### config.mk
export PLATFORM = sky130hd
export DESIGN_NAME = frame_cfg_sched
export DESIGN_NICKNAME = d
export VERILOG_FILES = /design/src/rtl/frame_cfg_sched.sv
export SDC_FILE = /design/constraint.sdc
export NUM_CORES = 1
export LEC_CHECK = 0
export BUFFER_PORTS_ARGS = -buffer_cell sky130_fd_sc_hd__buf_2
export CAP_MARGIN = 10
export CELL_PAD_IN_SITES_DETAIL_PLACEMENT = 0
export CELL_PAD_IN_SITES_GLOBAL_PLACEMENT = 2
export CORE_MARGIN = 5
export CORE_UTILIZATION = 35
export CTS_CLUSTER_SIZE = 16
export DETAILED_ROUTE_END_ITERATION = 6
export GPL_TIMING_DRIVEN = 0
export PLACE_DENSITY = 0.93
export SLEW_MARGIN = 15
export SYNTH_ARGS = -nofsm -noshare
export SYNTH_HDL_FRONTEND = slang
export SYNTH_SLANG_ARGS = --single-unit
### constraint.sdc
create_clock -name PCLK_in -period 7 [get_ports PCLK_in]
set_input_delay 0.7 -clock PCLK_in [delete_from_list [all_inputs] [get_ports PCLK_in]]
set_output_delay 0.7 -clock PCLK_in [all_outputs]
set_load 0.02 [all_outputs]
### src/rtl/frame_cfg_sched.sv
// frame_cfg_sched: applies a CPU config set (h_info, v_info, hscale) to the scanconverter.
// A new set is taken only on an input frame boundary. Output is then blanked for FRAME_MUTE
// VSYNC edges. The block also measures input lines per frame and reports frame stability.
//
// Ports (all in the PCLK_in domain except cfg_req_tgl):
//   PCLK_in, reset_n             pixel clock, async active-low reset
//   HSYNC_in, VSYNC_in           latched input syncs, active-low
//   cfg_req_tgl                  request toggle from the clk27 domain (synchronized here)
//   h_info_new/v_info_new/hscale_new  pending config, quasi-static while a request is open
//   cfg_ack_tgl                  toggles once per applied request
//   h_info_o/v_info_o/hscale_o   applied config
//   blank_o                      force output blanking
//   lines_meas                   line count of the last complete frame (saturates at 2047)
//   frame_stable                 STABLE_FRAMES consecutive frames within LINE_TOL
//
// Optional feature: define FRAME_CFG_UNSTABLE_BLANK_EN to also blank whenever frame_stable
// is low. Without it, blank_o is driven by the FSM only.

module frame_cfg_sched #(
  parameter int unsigned FRAME_MUTE    = 2,
  parameter int unsigned STABLE_FRAMES = 4,
  parameter int unsigned LINE_TOL      = 1
) (
  input  logic        PCLK_in,
  input  logic        reset_n,
  input  logic        HSYNC_in,
  input  logic        VSYNC_in,
  input  logic        cfg_req_tgl,
  input  logic [31:0] h_info_new,
  input  logic [31:0] v_info_new,
  input  logic [31:0] hscale_new,
  output logic        cfg_ack_tgl,
  output logic [31:0] h_info_o,
  output logic [31:0] v_info_o,
  output logic [31:0] hscale_o,
  output logic        blank_o,
  output logic [10:0] lines_meas,
  output logic        frame_stable
);

  localparam logic [3:0]  MuteLim = 4'(FRAME_MUTE);
  localparam logic [3:0]  StabLim = 4'(STABLE_FRAMES);
  localparam logic [11:0] LineTol = 12'(LINE_TOL);
  localparam logic [10:0] LineMax = 11'h7FF;

  typedef enum logic [1:0] {StIdle, StPend, StApply, StMute} state_e;

  // Request synchronizer and sync edge detectors
  logic r_req_s1, r_req_s2, r_req_s3;
  logic r_vs_d, r_hs_d;
  logic w_req_evt, w_vs_evt, w_hs_evt;

  always_ff @(posedge PCLK_in or negedge reset_n) begin
    if (!reset_n) begin
      r_req_s1 <= 1'b0;
      r_req_s2 <= 1'b0;
      r_req_s3 <= 1'b0;
      r_vs_d   <= 1'b1;
      r_hs_d   <= 1'b1;
    end else begin
      r_req_s1 <= cfg_req_tgl;
      r_req_s2 <= r_req_s1;
      r_req_s3 <= r_req_s2;
      r_vs_d   <= VSYNC_in;
      r_hs_d   <= HSYNC_in;
    end
  end

  assign w_req_evt = r_req_s2 ^ r_req_s3;
  assign w_vs_evt  = r_vs_d & ~VSYNC_in;
  assign w_hs_evt  = r_hs_d & ~HSYNC_in;

  // Config apply FSM
  state_e      r_state;
  logic [3:0]  r_mute_cnt;
  logic [3:0]  w_mute_inc;
  logic        r_req_pend;
  logic        r_blank;
  logic        r_ack;
  logic [31:0] r_h_info, r_v_info, r_hscale;

  assign w_mute_inc = r_mute_cnt + 4'd1;

  always_ff @(posedge PCLK_in or negedge reset_n) begin
    if (!reset_n) begin
      r_state    <= StIdle;
      r_mute_cnt <= 4'd0;
      r_req_pend <= 1'b0;
      r_blank    <= 1'b1;
      r_ack      <= 1'b0;
      r_h_info   <= 32'd0;
      r_v_info   <= 32'd0;
      r_hscale   <= 32'd0;
    end else begin
      case (r_state)
        // A vs_evt coinciding with the request is deliberately not used.
        StIdle: begin
          if (w_req_evt) r_state <= StPend;
        end
        // Extra requests here are covered by the apply that is about to happen.
        StPend: begin
          if (w_vs_evt) r_state <= StApply;
        end
        StApply: begin
          r_h_info   <= h_info_new;
          r_v_info   <= v_info_new;
          r_hscale   <= hscale_new;
          r_ack      <= ~r_ack;
          r_blank    <= 1'b1;
          r_mute_cnt <= 4'd0;
          // The new buses were sampled this cycle; a request arriving now needs its own apply.
          r_req_pend <= w_req_evt;
          r_state    <= StMute;
        end
        StMute: begin
          if (w_req_evt) r_req_pend <= 1'b1;
          if (w_vs_evt) begin
            r_mute_cnt <= w_mute_inc;
            if (w_mute_inc == MuteLim) begin
              r_blank    <= 1'b0;
              r_req_pend <= 1'b0;
              r_state    <= (r_req_pend || w_req_evt) ? StPend : StIdle;
            end
          end
        end
        default: r_state <= StIdle;
      endcase
    end
  end

  // Line counter and stability tracking
  logic [10:0] r_line_cnt;
  logic [10:0] r_lines_meas;
  logic [3:0]  r_stab_cnt;
  logic        r_frame_stable;
  logic [11:0] w_diff;
  logic        w_match;
  logic [3:0]  w_stab_nxt;

  always_comb begin
    w_diff = 12'd0;
    if (r_line_cnt >= r_lines_meas) begin
      w_diff = {1'b0, r_line_cnt} - {1'b0, r_lines_meas};
    end else begin
      w_diff = {1'b0, r_lines_meas} - {1'b0, r_line_cnt};
    end
  end

  // A saturated count or an empty previous frame never counts as a match.
  assign w_match = (w_diff <= LineTol) && (r_line_cnt != LineMax) && (r_lines_meas != 11'd0);

  always_comb begin
    w_stab_nxt = 4'd0;
    if (w_match) begin
      w_stab_nxt = (r_stab_cnt == StabLim) ? r_stab_cnt : r_stab_cnt + 4'd1;
    end
  end

  always_ff @(posedge PCLK_in or negedge reset_n) begin
    if (!reset_n) begin
      r_line_cnt     <= 11'd0;
      r_lines_meas   <= 11'd0;
      r_stab_cnt     <= 4'd0;
      r_frame_stable <= 1'b0;
    end else if (w_vs_evt) begin
      r_lines_meas   <= r_line_cnt;
      // An hsync edge in the same cycle as vsync is the first line of the new frame.
      r_line_cnt     <= w_hs_evt ? 11'd1 : 11'd0;
      r_stab_cnt     <= w_stab_nxt;
      r_frame_stable <= (w_stab_nxt == StabLim);
    end else if (w_hs_evt && (r_line_cnt != LineMax)) begin
      r_line_cnt <= r_line_cnt + 11'd1;
    end
  end

  assign cfg_ack_tgl  = r_ack;
  assign h_info_o     = r_h_info;
  assign v_info_o     = r_v_info;
  assign hscale_o     = r_hscale;
  assign lines_meas   = r_lines_meas;
  assign frame_stable = r_frame_stable;

`ifdef FRAME_CFG_UNSTABLE_BLANK_EN
  assign blank_o = r_blank | ~r_frame_stable;
`else
  assign blank_o = r_blank;
`endif

endmodule

==> results.yml, run 1 <==
outcome:
  status: "completed"
cts:
  cts_buffer_depth: 2
  root_buffer: "clkbuf_16"
  cts-resized-gates: 0
  hold_buffers: 0
  htreeDepth: 4
  cts_buffers: 17
  cts.sinks: 137
  clk_latency_ns: 0.41
  cts_setup_buffers: 0
  path_clk_slew_ns: 0.06
  cts_tree: "done"
drt:
  viasPerCell: 4.859
  first_pass_iters: 4
  wl_per_cell_um: 16.45
  wl_mm: 17.93
  vias: 5296
  drtIter0Drc: 248
  ant_nets: 0
  drcViolationCount: 0
global_routing:
  antenna_found_initial: 1
  grt_max_degree: 97
  grt_pass1_wl_mm: 28.93
  track_usage: 0.1631
  gr-total-overflow: 0
  grt_pass1_vias: 5566
timing:
  worst_slack_ns: 3.870
  timing.fmax_mhz: 319.4
  finalMaxSlewViolations: 0
  fin_tns_setup_ns: 0
  rsz0062_at_grt: "false"
  slew_headroom: 0.5458
  hold_viol_final: 0
  post-route-period-util: 0.4472
  setup_viol: 0
  finalCriticalPeriod_ns: 3.130
  fin_skew_ns: 0.009041
  worst_slew_pin_slew_ns: 0.6813
place:
  dp.cells: 1058
  hpwl_mm: 13.86
  dpl_worst_slack_ns: 3.876
  place.gp.congestion: 0.8140
  port_buffers: 210
die:
  die_h_um: 149.5
  die_w_um: 149.5
  io_pins: 211
  start_util: 0.3523
  core_area_mm2: 0.01933
  die-area_mm2: 0.02235
  rows: 51
cells_and_area:
  flow.area_growth_from_synthesis_pct: 30.38
  finalNetCount: 947
  stdcell_count: 1090
  antenna_cells: 0
  drive_above_1_share: 0.4485
yosys:
  yosys_most_used_dff: "dfrtp_1"
  yosysTopAreaCellShare: 0.4923
  avgSynthCellArea_um2: 11.70
  syn_area_mm2: 0.006812
  synth_area_leaders: "dfrtp_1 49%, mux2_2 16%, ha_1 5.9%"
  synth-edff-count: 0
  synth_fp_nets: 717
  synth-seq-cells: 137
  ys_async_sr_fraction: 1.000
  ys.warnings.count: 0
  yosysSeqAreaShare: 0.5039
  yosysUniqueCellTypes: 70
  netlist_instances: 582
  synth.largest_area_cell: "dfrtp_1"
setup_path:
  critPathLaunchType: "flip-flop"
  r2r-end: "r_stab_cnt[1]"
  cp_max_fo: 7
  critPathRequiredTime_ns: 7.35
  path_class: "flip-flop to flip-flop"
  r2r_slack_ns: 3.87
  end_kind: "flip-flop"
  rr_startpoint: "r_line_cnt[0]"
  rr_worst_depth: 11
  cp.arrival_ns: 3.48
power_and_ir_drop:
  ir_drop_v: 0.0002578
  powerDensity_mw_per_mm2: 437.3
  p_leak_nw: 4.234
hold_path:
  hold_class: "input port to async pin"
flow_run:
  maxCapViolations: 0
==> synth_stat cells, types with 3 or more instances <==
cell,number
dfrtp_1,134
mux2_2,96
nand2_1,37
inv_1,34
ha_1,32
nor2_1,25
o21ai_0,24
a21oi_1,23
clkbuf_1,17
xnor2_1,11
nand3_1,10
nand4_1,9
a211oi_1,7
nor3_1,7
and3_1,6
buf_6,5
nand2b_1,5
nor4_1,5
o21ai_1,4
or3_1,4
a21boi_0,3
a21o_1,3
a21o_2,3
a21oi_2,3
a221o_1,3
a22o_1,3
and2_1,3
dfstp_2,3
nor2b_1,3
o31ai_1,3
xor2_1,3
==> stage by stage <==
step	utilization	power (mW)	cell area, µm²	hold slack (ns)
3_5_place_dp	0.4257	2.947	8232	0.3358
4_1_cts	0.4593	3.945	8881	0.1720
3_3_place_gp	0.4238	2.912	8194	0.3320
5_1_grt	0.4593	4.126	8881	0.1764
6_report	0.4593	3.883	8881	0.1688
2_1_floorplan	-	2.381	6812	0.3312
==> state kept, by name (all words and copies together), names as in the netlist, 2 cells and up <==
name        cells
h_info_o       32
r_line_cnt     11
r_state         2
v_info_o       32
lines_meas     11
hscale_o       32
r_mute_cnt      4
r_stab_cnt      4
==> layout by cell type, fill, tap and decap left out, drive strengths merged, types with 3 or more instances in the layout <==
master and n:
nand3 10, and3 9, o31ai 3, a211oi 8, nand4 9, a21o 6
nor2b 3, and2 3, or3 4, a21boi 3, a221o 3, xor2 3
a21oi 26, a22o 3, nor4 6, clkbuf 37, nor3 8, bufinv 4
ha 32, inv 40, buf 217, dfrtp 134, xnor2 11, dfstp 3
nor2 25, o21ai 28, clkinv 6, nand2 37, nand2b 5, mux2 96
==> how the worst max path moves through the flow <==
| stage | from | endpoint | slack (ns) | cells after the start |
|---|---|---|---|---|
| floorplan | lines_meas[0] | r_stab_cnt[1] | 4.10 | 10 |
| global placement | reset_n | h_info_o[7] | 3.20 | 1 |
| detailed placement | r_line_cnt[0] | r_stab_cnt[1] | 3.88 | 11 |
| CTS | r_line_cnt[0] | r_stab_cnt[1] | 3.85 | 11 |
| global route | lines_meas[4] | r_stab_cnt[1] | 3.64 | 11 |
| finish | r_line_cnt[0] | r_stab_cnt[1] | 3.87 | 11 |
==> critical path: stages (launching register included) <==
cell      delay (ns)
dfrtp_1         0.47
inv_1           0.07
ha_1            0.18
inv_1           0.06
fa_1            0.44
a221o_1         0.28
a221o_1         0.24
or4_1           0.42
a2111o_1        0.35
a21oi_2         0.19
and3_4          0.23
a31o_1          0.14
==> final cells by class <==
cell class / count / area, µm²
tap: 265 / 331.6
fill: 1781 / 10450
clock inverter: 14 / 210.2
inverter: 36 / 142.6
clock buffer: 18 / 439.2
multi-input combinational: 384 / 3097
buffer: 25 / 140.1
timing repair buffer: 211 / 1089
sequential: 137 / 3432
==> power by group <==
part	leakage, nW	switching (mW)	total, mW	internal (mW)
clock network	0.318	0.360	0.975	0.615
registers	1.67	0.158	1.26	1.11
logic	2.24	0.935	1.64	0.709
total	4.23	1.45	3.88	2.43
==> cell families after synthesis <==
family / count (synthesis) / share of synthesized area
compound gates: 107 / 0.1080
simple gates: 131 / 0.1023
fa+ha+maj: 34 / 0.06466
xor+xnor: 14 / 0.01800
flops: 137 / 0.5039
mux: 98 / 0.1616
buf+inv: 61 / 0.04151
==> layer usage <==
metal	share of wire	track usage
met5	0.00039	0
met1	0.41	0.1951
met2	0.49	0.2724
met3	0.077	0.06420
met4	0.017	0.04851
Note: power is estimated with default switching activity, not from simulation.
==> run 2, diff against run 1 <==
CORE_UTILIZATION = 33   (was 35)
PLACE_DENSITY = 0.89   (was 0.93)
clock period = 3.1 ns   (was 7 ns; I/O delays follow)
==> run 2 against run 1 <==
Compared with the run above: clock skew rose by 0.0015 ns; maximum frequency rose by 1.3%; design area rose by 1.3%; clock-buffer cell count rose by 2; via count rose by 1.8%; cell count rose by 1.2%.
==> results.yml, run 2 (same netlist as run 1, synthesis figures left out) <==
setup_path:
  endpoint: "r_stab_cnt[1]"
  cp-startpoint: "r_line_cnt[0]"
  path_class: "flip-flop to flip-flop"
  r2r_slack_ns: 0.009
  critPathLaunchType: "flip-flop"
  cp.arrival_ns: 3.44
  path_depth: 11
  rr_worst_depth: 11
  critPathRequiredTime_ns: 3.45
  r2r-end: "r_stab_cnt[1]"
  cp_max_fo: 3
  crit_chain: "inv_2, ha_4, inv_2, fa_2, a221o_1, a221o_1, or4_4, a2111o_1, a21oi_2, and3_4, a31o_1"
  critical-path-max-stage-delay_ns: 0.48
  critical_path.slowest_cell: "or4_4"
  rr_startpoint: "r_line_cnt[0]"
  end_kind: "flip-flop"
  critPathBufInv: 2
  cpLargestDelayFamily: "compound AO/OA/AOI/OAI gates"
timing:
  rsz0062_at_grt: "true"
  hold_viol_final: 0
  slew_headroom: 0.5050
  whs_ns: 0.1163
  setup_viol: 0
  fin_skew_ns: 0.01050
  post-route-period-util: 0.9970
  finalCriticalPeriod_ns: 3.091
  worst_slack_ns: 0.009415
  worst_slew_pin_slew_ns: 0.7424
  timing.fmax_mhz: 323.6
  finalMaxSlewViolations: 0
drt:
  wl_mm: 19.46
  first_pass_iters: 6
  vias: 5391
  drcViolationCount: 0
  viasPerCell: 4.888
  drtIter0Drc: 218
  ant_nets: 0
  wl_per_cell_um: 17.64
power_and_ir_drop:
  power_mw: 8.800
  powerDensity_mw_per_mm2: 978.5
  ir_drop_v: 0.0007297
  p_leak_nw: 4.264
flow_run:
  maxCapViolations: 0
cells_and_area:
  fin_util: 0.4430
  antenna_cells: 0
  layout_commonest_cell: "buf_2"
  flow.area_growth_from_synthesis_pct: 32.04
  final_cell_area_mm2: 0.008994
  final_cell_mix: "210 x buf_2, 132 x dfrtp_1, 96 x mux2_2"
  drive_above_1_share: 0.4658
  finalNetCount: 955
global_routing:
  grt_pass1_vias: 5701
  grt_max_degree: 103
  grt_pass1_wl_mm: 30.99
  gr-total-overflow: 0
  track_usage: 0.1648
  antenna_found_initial: 5
place:
  port_buffers: 210
  place.gp.congestion: 0.8728
  place_area_mm2: 0.008238
  hpwl_mm: 15.10
  dpl_worst_slack_ns: -0.03583
die:
  die-area_mm2: 0.02361
  die_w_um: 153.7
  die_h_um: 153.7
  core_area_mm2: 0.02030
  io_pins: 211
  rows: 52
  start_util: 0.3356
cts:
  cts_buffers: 17
  cts_buffer_depth: 2
  root_buffer: "clkbuf_16"
  htreeDepth: 4
  clk_latency_ns: 0.42
  cts.sinks: 137
  path_clk_slew_ns: 0.06
  cts_tree: "done"
hold_path:
  hold_class: "input port to flip-flop"
outcome:
  status: "completed"
## run 2: cell count changes in the layout (fill, tap and decap cells not counted), sizes merged
| cell | previous run | this run |
|---|---|---|
| clkbuf | 37 | 38 |
| inv | 40 | 41 |
| clkinvlp | 0 | 1 |
| clkinv | 6 | 3 |
| buf | 217 | 222 |
| bufinv | 4 | 3 |
| dlygate4sd3 | 0 | 4 |
## run 2: worst min-delay path by stage
| stage | from | endpoint | slack (ns) | depth (start not counted) |
|---|---|---|---|---|
| floorplan | reset_n | cfg_ack_tgl | 0.01 | 0 |
| global placement | r_req_s1 | r_req_s2 | 0.33 | 0 |
| detailed placement | reset_n | h_info_o[27] | 0.20 | 1 |
| CTS | h_info_new[3] | h_info_o[3] | 0.1 | 2 |
| global route | h_info_new[3] | h_info_o[3] | 0.1 | 2 |
| finish | v_info_new[1] | v_info_o[1] | 0.12 | 2 |
## run 2: repair_timing
action,in CTS,in global routing
endpoints found under the setup margin,4,5
setup buffers,3,2
resized for setup,3,14
hold buffers,4,0
endpoints found under the hold margin,36,0
pin swaps,3,13
## run 2: cell type report
cell class                      instances  area [µm²]
Multi-Input combinational cell        384        3159
Fill cell                            1929       11310
Tap cell                              270       337.8
Clock inverter                         12       160.2
Timing Repair Buffer                  220        1166
Clock buffer                           20       456.7
Buffer                                 24       136.4
Inverter                               36       142.6
Sequential cell                       137        3435
## run 2: where the power goes
part           switching, mW  internal (mW)
Combinational           2.18           1.64
Sequential             0.375           2.50
Clock                  0.783           1.32
## run 2: worst register-to-register path: stages (launching register included)
cell and delay, ns:
dfrtp_2 0.42, inv_2 0.07, ha_4 0.12, inv_2 0.04
fa_2 0.47, a221o_1 0.26, a221o_1 0.26, or4_4 0.48
a2111o_1 0.34, a21oi_2 0.20, and3_4 0.23, a31o_1 0.13
## run 2: per-layer routing
metal / up-vias / global-route usage / part of all wire
li1: 2559 / - / -
met1: 2611 / 0.1947 / 0.41
met2: 178 / 0.2693 / 0.48
met3: 33 / 0.07813 / 0.088
met4: 10 / 0.04710 / 0.019
met5: - / 0 / 0.0036
## run 2: stage by stage
step	std cells	TNS (ns)
after CTS	1101	-0.004752
after global placement	1062	-37.50
final	1103	0
after global routing	1103	-0.2898
after floorplan	582	0
after detailed placement	1063	-0.07278
